`config.mk`:
```
export PLATFORM = sky130hd
export DESIGN_NAME = unified_memory_arbiter
export DESIGN_NICKNAME = d
export VERILOG_FILES = /design/src/rtl/unified_memory_arbiter.sv
export SDC_FILE = /design/constraint.sdc
export NUM_CORES = 1
export LEC_CHECK = 0
export ABC_CLOCK_PERIOD_IN_PS = 1400
export CAP_MARGIN = 20
export CORE_AREA = 10 10 196 198
export CTS_BUF_LIST = sky130_fd_sc_hd__clkbuf_16
export CTS_CLUSTER_DIAMETER = 40
export DETAILED_ROUTE_END_ITERATION = 10
export DIE_AREA = 0 0 206 208
export PLACE_DENSITY = 0.69
export SLEW_MARGIN = 20
export SYNTH_ARGS = -nofsm -noshare
export SYNTH_HDL_FRONTEND = slang
export SYNTH_SLANG_ARGS = --single-unit
```
`constraint.sdc`:
```
create_clock -name clock -period 1.4 [get_ports clock]
set_input_delay 0.21 -clock clock [delete_from_list [all_inputs] [get_ports clock]]
set_output_delay 0.21 -clock clock [all_outputs]
set_load 0.02 [all_outputs]
```
`src/rtl/unified_memory_arbiter.sv`:
```
// Round-robin arbiter sharing one single-port memory between instruction fetch and load/store.
// Define ARB_FIXED_PRIORITY_EN to make data win every tie (fetch may then starve).
module unified_memory_arbiter #(
  parameter int ADDR_WIDTH  = 64,
  parameter int DATA_WIDTH  = 64,
  parameter int MEM_LATENCY = 2   // legal range 1..15
) (
  input  logic                  clock,
  input  logic                  reset,
  input  logic                  ifetch_req,
  input  logic [ADDR_WIDTH-1:0] ifetch_address,
  output logic                  ifetch_ready,
  output logic [DATA_WIDTH-1:0] ifetch_rdata,
  input  logic                  data_req,
  input  logic                  data_we,
  input  logic [ADDR_WIDTH-1:0] data_address,
  input  logic [DATA_WIDTH-1:0] data_wdata,
  output logic                  data_ready,
  output logic [DATA_WIDTH-1:0] data_rdata,
  output logic                  mem_en,
  output logic                  mem_we,
  output logic [ADDR_WIDTH-1:0] mem_address,
  output logic [DATA_WIDTH-1:0] mem_wdata,
  input  logic [DATA_WIDTH-1:0] mem_rdata,
  output logic                  arb_busy,
  output logic                  grant_owner
);

  typedef enum logic [1:0] {IDLE, ACCESS, RESPOND} state_t;

  localparam logic [3:0] LOAD_COUNT = 4'(MEM_LATENCY - 1);

  state_t     state;
  logic [3:0] count;
  logic       pick_data;

  // grant_owner doubles as last_grant: it always names the most recent winner.
`ifdef ARB_FIXED_PRIORITY_EN
  assign pick_data = data_req;
`else
  assign pick_data = data_req && (!ifetch_req || !grant_owner);
`endif

  always_ff @(posedge clock) begin
    if (reset) begin
      // NOTE: every output is a register, so reset clears the memory interface and the rdata buses alike.
      state        <= IDLE;
      count        <= '0;
      ifetch_ready <= 1'b0;
      ifetch_rdata <= '0;
      data_ready   <= 1'b0;
      data_rdata   <= '0;
      mem_en       <= 1'b0;
      mem_we       <= 1'b0;
      mem_address  <= '0;
      mem_wdata    <= '0;
      arb_busy     <= 1'b0;
      grant_owner  <= 1'b0;
    end else begin
      // NOTE: ready defaults low every cycle, so it can only ever be a one-cycle pulse.
      ifetch_ready <= 1'b0;
      data_ready   <= 1'b0;
      case (state)
        IDLE: begin
          if (ifetch_req || data_req) begin
            grant_owner <= pick_data;
            mem_address <= pick_data ? data_address : ifetch_address;
            mem_wdata   <= pick_data ? data_wdata : '0;
            mem_we      <= pick_data && data_we;
            mem_en      <= 1'b1;
            arb_busy    <= 1'b1;
            count       <= LOAD_COUNT;
            state       <= ACCESS;
          end
        end
        ACCESS: begin
          if (count == 4'd0) begin
            mem_en <= 1'b0;
            mem_we <= 1'b0;
            if (grant_owner) begin
              data_ready <= 1'b1;
              data_rdata <= mem_we ? '0 : mem_rdata;
            end else begin
              ifetch_ready <= 1'b1;
              ifetch_rdata <= mem_rdata;
            end
            state <= RESPOND;
          end else begin
            count <= count - 4'd1;
          end
        end
        RESPOND: begin
          arb_busy <= 1'b0;
          state    <= IDLE;
        end
        default: state <= IDLE;
      endcase
    end
  end

endmodule

```
# ---- Word-level counts from Yosys, hierarchy flattened
# Index checks and enable logic that the tools add are counted.
dict set report totals {
  reg_bits 268
  latch_bits 0
  mem_bits_rw 0
  mem_bits_ro 0
  in_bits 261
  out_inout_bits 262
  wordCells 56
  mem_count 0
}
dict set report op_classes {
  n_addsub 1
  n_mul 0
  div 0
  magnitude_cmp 0
  n_eq_ne 5
  shift 0
  muxes 17
  n_bitwise 3
  n_reduce_logical 18
}
# op count
set op_table {}
lappend op_table {{64-bit 2-to-1 mux} 3}
lappend op_table {{3-bit AND reduction} 4}
lappend op_table {{4-bit 2-to-1 mux} 2}
lappend op_table {{4-bit case mux with 2 select lines} 1}
lappend op_table {{2-bit inequality test (second input constant)} 3}
lappend op_table {{1-bit case mux with 2 select lines} 3}
lappend op_table {{2-bit AND reduction} 3}
lappend op_table {{1-bit 2-to-1 mux} 5}
lappend op_table {{4-bit logical NOT} 1}
lappend op_table {{2-bit 2-to-1 mux} 2}
lappend op_table {{2-bit case mux with 2 select lines} 1}
lappend op_table {{2-bit nonzero test} 2}
lappend op_table {{4-bit by 1-bit subtractor with 4-bit output (second input constant)} 1}
lappend op_table {{1-bit inverter} 3}
lappend op_table {{3-bit OR reduction} 1}
lappend op_table {{2-bit by 1-bit == test with 1-bit output (second input constant)} 1}
lappend op_table {{2-bit == test (second input constant)} 1}
lappend op_table {{1-bit logical AND} 2}
lappend op_table {{1-bit logical NOT} 2}
lappend op_table {{2-bit logical NOT} 1}
lappend op_table {{1-bit logical OR} 2}

# ---- Logic depth before layout (Yosys ltp)
dict set report depth {
  depth_word 6
  depth_mapped 7
  ltp_nobuf 5
}

# ---- Worst setup path after synthesis
# No wires, ideal clock.
dict set report synth_path {
  path_type {flip-flop to flip-flop}
  from {register count[0]}
  to {register ifetch_rdata[0]}
  setup_time_ps 72
  arrival_ps 1426
  required_ps 1328
  setup_slack_ps -98
  stages_incl_launch_ff 7
  path_buffers 1
  synth_period_minus_slack_ps 1498
  cell_sequence {dfxtp_1 inv_1 ha_1 nand4bb_1 nor2_8 buf_6 mux2i_1}
}
dict set report synth_between {
  elab_chain_cells 2
}
# item line
set synth_lines {}
lappend synth_lines {{start, declared} 34} ;# logic [3:0] count;
lappend synth_lines {{start signal, assigned} 89} ;# count <= count - 4'd1;
lappend synth_lines {{4-bit logical NOT} 77} ;# if (count == 4'd0) begin
lappend synth_lines {{3-bit AND reduction (no line)} --}
lappend synth_lines {{end signal, assigned} 85} ;# ifetch_rdata <= mem_rdata;
lappend synth_lines {{end, declared} 13} ;# output logic [DATA_WIDTH-1:0] ifetch_rdata,
# No other way between the ends.
# A chain may end at the register's enable or synchronous reset.

# ---- Worst setup path after layout
dict set report layout_path {
  from {register count[0]}
  to {register ifetch_rdata[49]}
}
# Same word-level chain as after synthesis.

==> flow_metrics.env <==
export IMPL_grt_overflow=0
export IMPL_synth_warnings=0
export IMPL_critPathKind="reg -> reg"
export IMPL_cts_tree="yes"
export IMPL_synth_distinct_cells=38
export IMPL_dieArea_mm2=0.0428
export IMPL_synthTopCellsByArea="dfxtp_1 52%, mux2i_1 12%, nand4b_1 5.5%"
export IMPL_wl_per_cell_um=22.2
export IMPL_timing_rr_start="count[0]"
export IMPL_p_sw_mw=6.71
export IMPL_maxSlewViolCount=0
export IMPL_routed_wl_um=45200
export IMPL_rsz0062_at_grt="true"
export IMPL_fin_nets=1817
export IMPL_drc_errors=0
export IMPL_p_per_area_mw_per_mm2=1290
export IMPL_period_needed_ps=1500
export IMPL_grt_use_met1=0.216
export IMPL_clock_fmax_ghz=0.666
export IMPL_min_period_over_period=1.07
export IMPL_root_buffer="clkbuf_16"
export IMPL_fp_dieW_um=206
export IMPL_crit_fanout=8
export IMPL_routed_via_density=4.95
export IMPL_swShare=0.283
export IMPL_slew_headroom=0.641
export IMPL_power_leakage_nw=7.04
export IMPL_clk_path_buf_depth=3
export IMPL_vias=10092
export IMPL_cap_violations=0
export IMPL_top_usage_layer="met2"
export IMPL_synth_nets=1255
export IMPL_initial_core_util=0.299
export IMPL_synth_top_cell_area_share=0.522
export IMPL_tightestPinTransition_ps=539
export IMPL_htree_levels=2
export IMPL_gp_congestion=0.805
export IMPL_worstPathArrival_ps=1950
export IMPL_io_pins=523
export IMPL_clk_pin_slew_ps=50
export IMPL_endpoint_kind="flip-flop"
export IMPL_globalRouteTotalUtil=0.192
export IMPL_fp_row_count=68
export IMPL_dpl_hpwl_um=32000
export IMPL_crit_slowest_cell="dfxtp_2"
export IMPL_antenna_found_initial=2
export IMPL_start_kind="flip-flop"
export IMPL_setup_viol=175
export IMPL_intPower_mw=17.0
export IMPL_synthTopCellsByCount="268 x dfxtp_1, 129 x nand2_1, 128 x mux2i_1"
export IMPL_rr_worst_depth=7
export IMPL_area_growth_pct=78.4
export IMPL_min_path_cells=4
export IMPL_hold_class="in -> reg"
export IMPL_synth_edff_count=0
export IMPL_path_cells="inv_2, ha_4, nand4bb_4, nor2_8, buf_12, clkbuf_16, mux2i_1"
export IMPL_r2r_end="ifetch_rdata[49]"
export IMPL_status="finished with violations"
export IMPL_grt_max_degree=67
export IMPL_dp_slack_ps=-431
export IMPL_synth_seq_cells=268
export IMPL_synth_avg_cell_area_um2=10.4
export IMPL_yosysTopAreaCell="dfxtp_1"
export IMPL_power_frac_seq=0.363
export IMPL_drive_gt1_frac=0.287
export IMPL_clock_sinks=268
export IMPL_grt_use_met3=0.0690
export IMPL_drtIter0Drc=421
export IMPL_hold_buffers=0
export IMPL_io_buffer_count=522
export IMPL_first_pass_iters=5
export IMPL_hp_start="reset"
export IMPL_syn_instance_count=992
export IMPL_pwr_share_clk=0.417
export IMPL_cpLargestDelayFamily="buffers and inverters"
export IMPL_cts_inserted_buffers=40
export IMPL_whs_endpoint="count[2]"
export IMPL_r2r_slack_ps=-100
export IMPL_grt_pass1_wl_um=64800
export IMPL_grt_pass1_vias=10405
export IMPL_timing_final_ws_setup_ps=-101
export IMPL_cp_slowest_stage_delay_ps=320
export IMPL_synth_main_ff_cell="dfxtp_1"
export IMPL_synthArstFlopShare=0
export IMPL_skew_ps=17.6
export IMPL_ys_seq_area_frac=0.522
export IMPL_die_y_um=208
export IMPL_timing_final_hold_violations=0
export IMPL_clk_insertion_delay_late_ps=530
export IMPL_ir_worst_vdd_mv=0.731
export IMPL_core_area_mm2=0.0344
export IMPL_synth_area_mm2=0.0103
export IMPL_ant_nets=0
export IMPL_grtUsageMet2=0.334
export IMPL_yosysMostFrequentCell="dfxtp_1"
export IMPL_crit_required_ps=1850
export IMPL_violations="negative setup slack"
export IMPL_crit_buf_inv=3
export IMPL_combPwrFrac=0.220
export IMPL_dp_cells=1942
export IMPL_layoutNonFillerInstCount=2039
cell type report:
cell class | count | area, um2
Antenna cell | 1 | 2.50
Inverter | 6 | 25.0
Sequential cell | 268 | 5380
Tap cell | 455 | 569
Fill cell | 3039 | 16100
Clock inverter | 30 | 284
Clock buffer | 41 | 1030
Multi-Input combinational cell | 620 | 4570
Timing Repair Buffer | 618 | 6450
flip-flops by register name, indices dropped and copies added, names as in the netlist:
signal and cells:
data_rdata 64, ifetch_rdata 64, mem_address 64, mem_wdata 64, count 4, state 2, arb_busy 1, data_ready 1
grant_owner 1, ifetch_ready 1, mem_en 1, mem_we 1
power groups by stage:
stage          Combinational (mW)  Sequential, mW  Clock [mW]
2_1_floorplan                1.58            9.38           0
3_3_place_gp                 5.01            8.72           0
3_5_place_dp                 5.05            8.72           0
4_1_cts                      5.04            8.59        10.1
6_report                     5.21            8.59        9.87
5_1_grt                      5.50            8.66        10.4
worst max path at each step:
| stage | start | endpoint | slack, ps | depth (start not counted) |
|---|---|---|---|---|
| 3_3_place_gp | ifetch_req | mem_wdata[14] | -370 | 6 |
| 6_report | count[0] | ifetch_rdata[49] | -100 | 7 |
| 3_5_place_dp | ifetch_req | mem_wdata[28] | -430 | 6 |
| 5_1_grt | count[0] | ifetch_rdata[49] | -170 | 7 |
| 2_1_floorplan | count[1] | ifetch_rdata[0] | 3 | 6 |
| 4_1_cts | count[0] | ifetch_rdata[50] | -100 | 7 |
stage by stage:
step                 util  instance area (um2)  power, mW  hold slack, ps  setup TNS (ps)
floorplan               -                10300       11.0             335               0
detailed placement  0.478                16400       13.8             446          -64610
global placement    0.478                16400       13.7             441          -50460
CTS                 0.528                18100       23.7             221           -9240
global route        0.533                18300       24.5             236          -23730
finish              0.533                18300       23.7             241           -7610
logic make-up (layout without fill, tap and decap cells):
kind of cell	after synthesis	in the layout	share of synthesized area
adders and majority gates	2	2	0.00244
AOI/OAI and AO/OA	273	273	0.183
buffers and inverters	104	695	0.0490
DFF	268	268	0.522
muxes	128	128	0.125
other	0	1	0
and+or+nand+nor	217	217	0.118
routing by layer:
layer  part of all wire  up-vias
met2               0.50      380
met5            0.00029        -
met3              0.089       58
li1                   -     4777
met1               0.39     4875
met4              0.020        2
tightest hold or removal path, cell delays in order:
cell      delay (ps)
buf_2            170
a21oi_4           60
buf_4            150
a21boi_1         120
cell usage in the layout, fill, tap and decap left out, types with 4 or more instances in the layout:
cell type        Yosys  routed
buf_2               30      57
dfxtp_1            268     260
inv_1                6       5
a22o_1              64      64
o21ai_0             67      59
mux2i_2              0      10
nand2_1            129     129
o2bb2ai_1           64      63
o21ai_1              0       8
clkdlybuf4s15_1      0      10
buf_16               0       5
mux2i_1            128     116
clkbuf_2             0      22
inv_8                0       4
clkinv_1             0       8
a21oi_2              0       4
clkinv_4             0       4
buf_4                8      41
buf_6                6       7
a21oi_1             68      64
buf_8                0       6
bufinv_16            0       4
buf_12               0      28
dfxtp_2              0       6
clkdlybuf4s15_2      0     170
nand4b_1            65      65
clkinv_2             0       6
clkdlybuf4s50_1      0     259
clkbuf_16            0      51
repair_timing:
action | 4_1_cts | 5_1_grt
cloned | 3 | 13
setup endpoints to repair | 520 | 323
resized for setup | 804 | 129
pin swaps | 22 | 64
setup buffers | 7 | 6
Note: power is estimated with default switching activity, not from simulation.
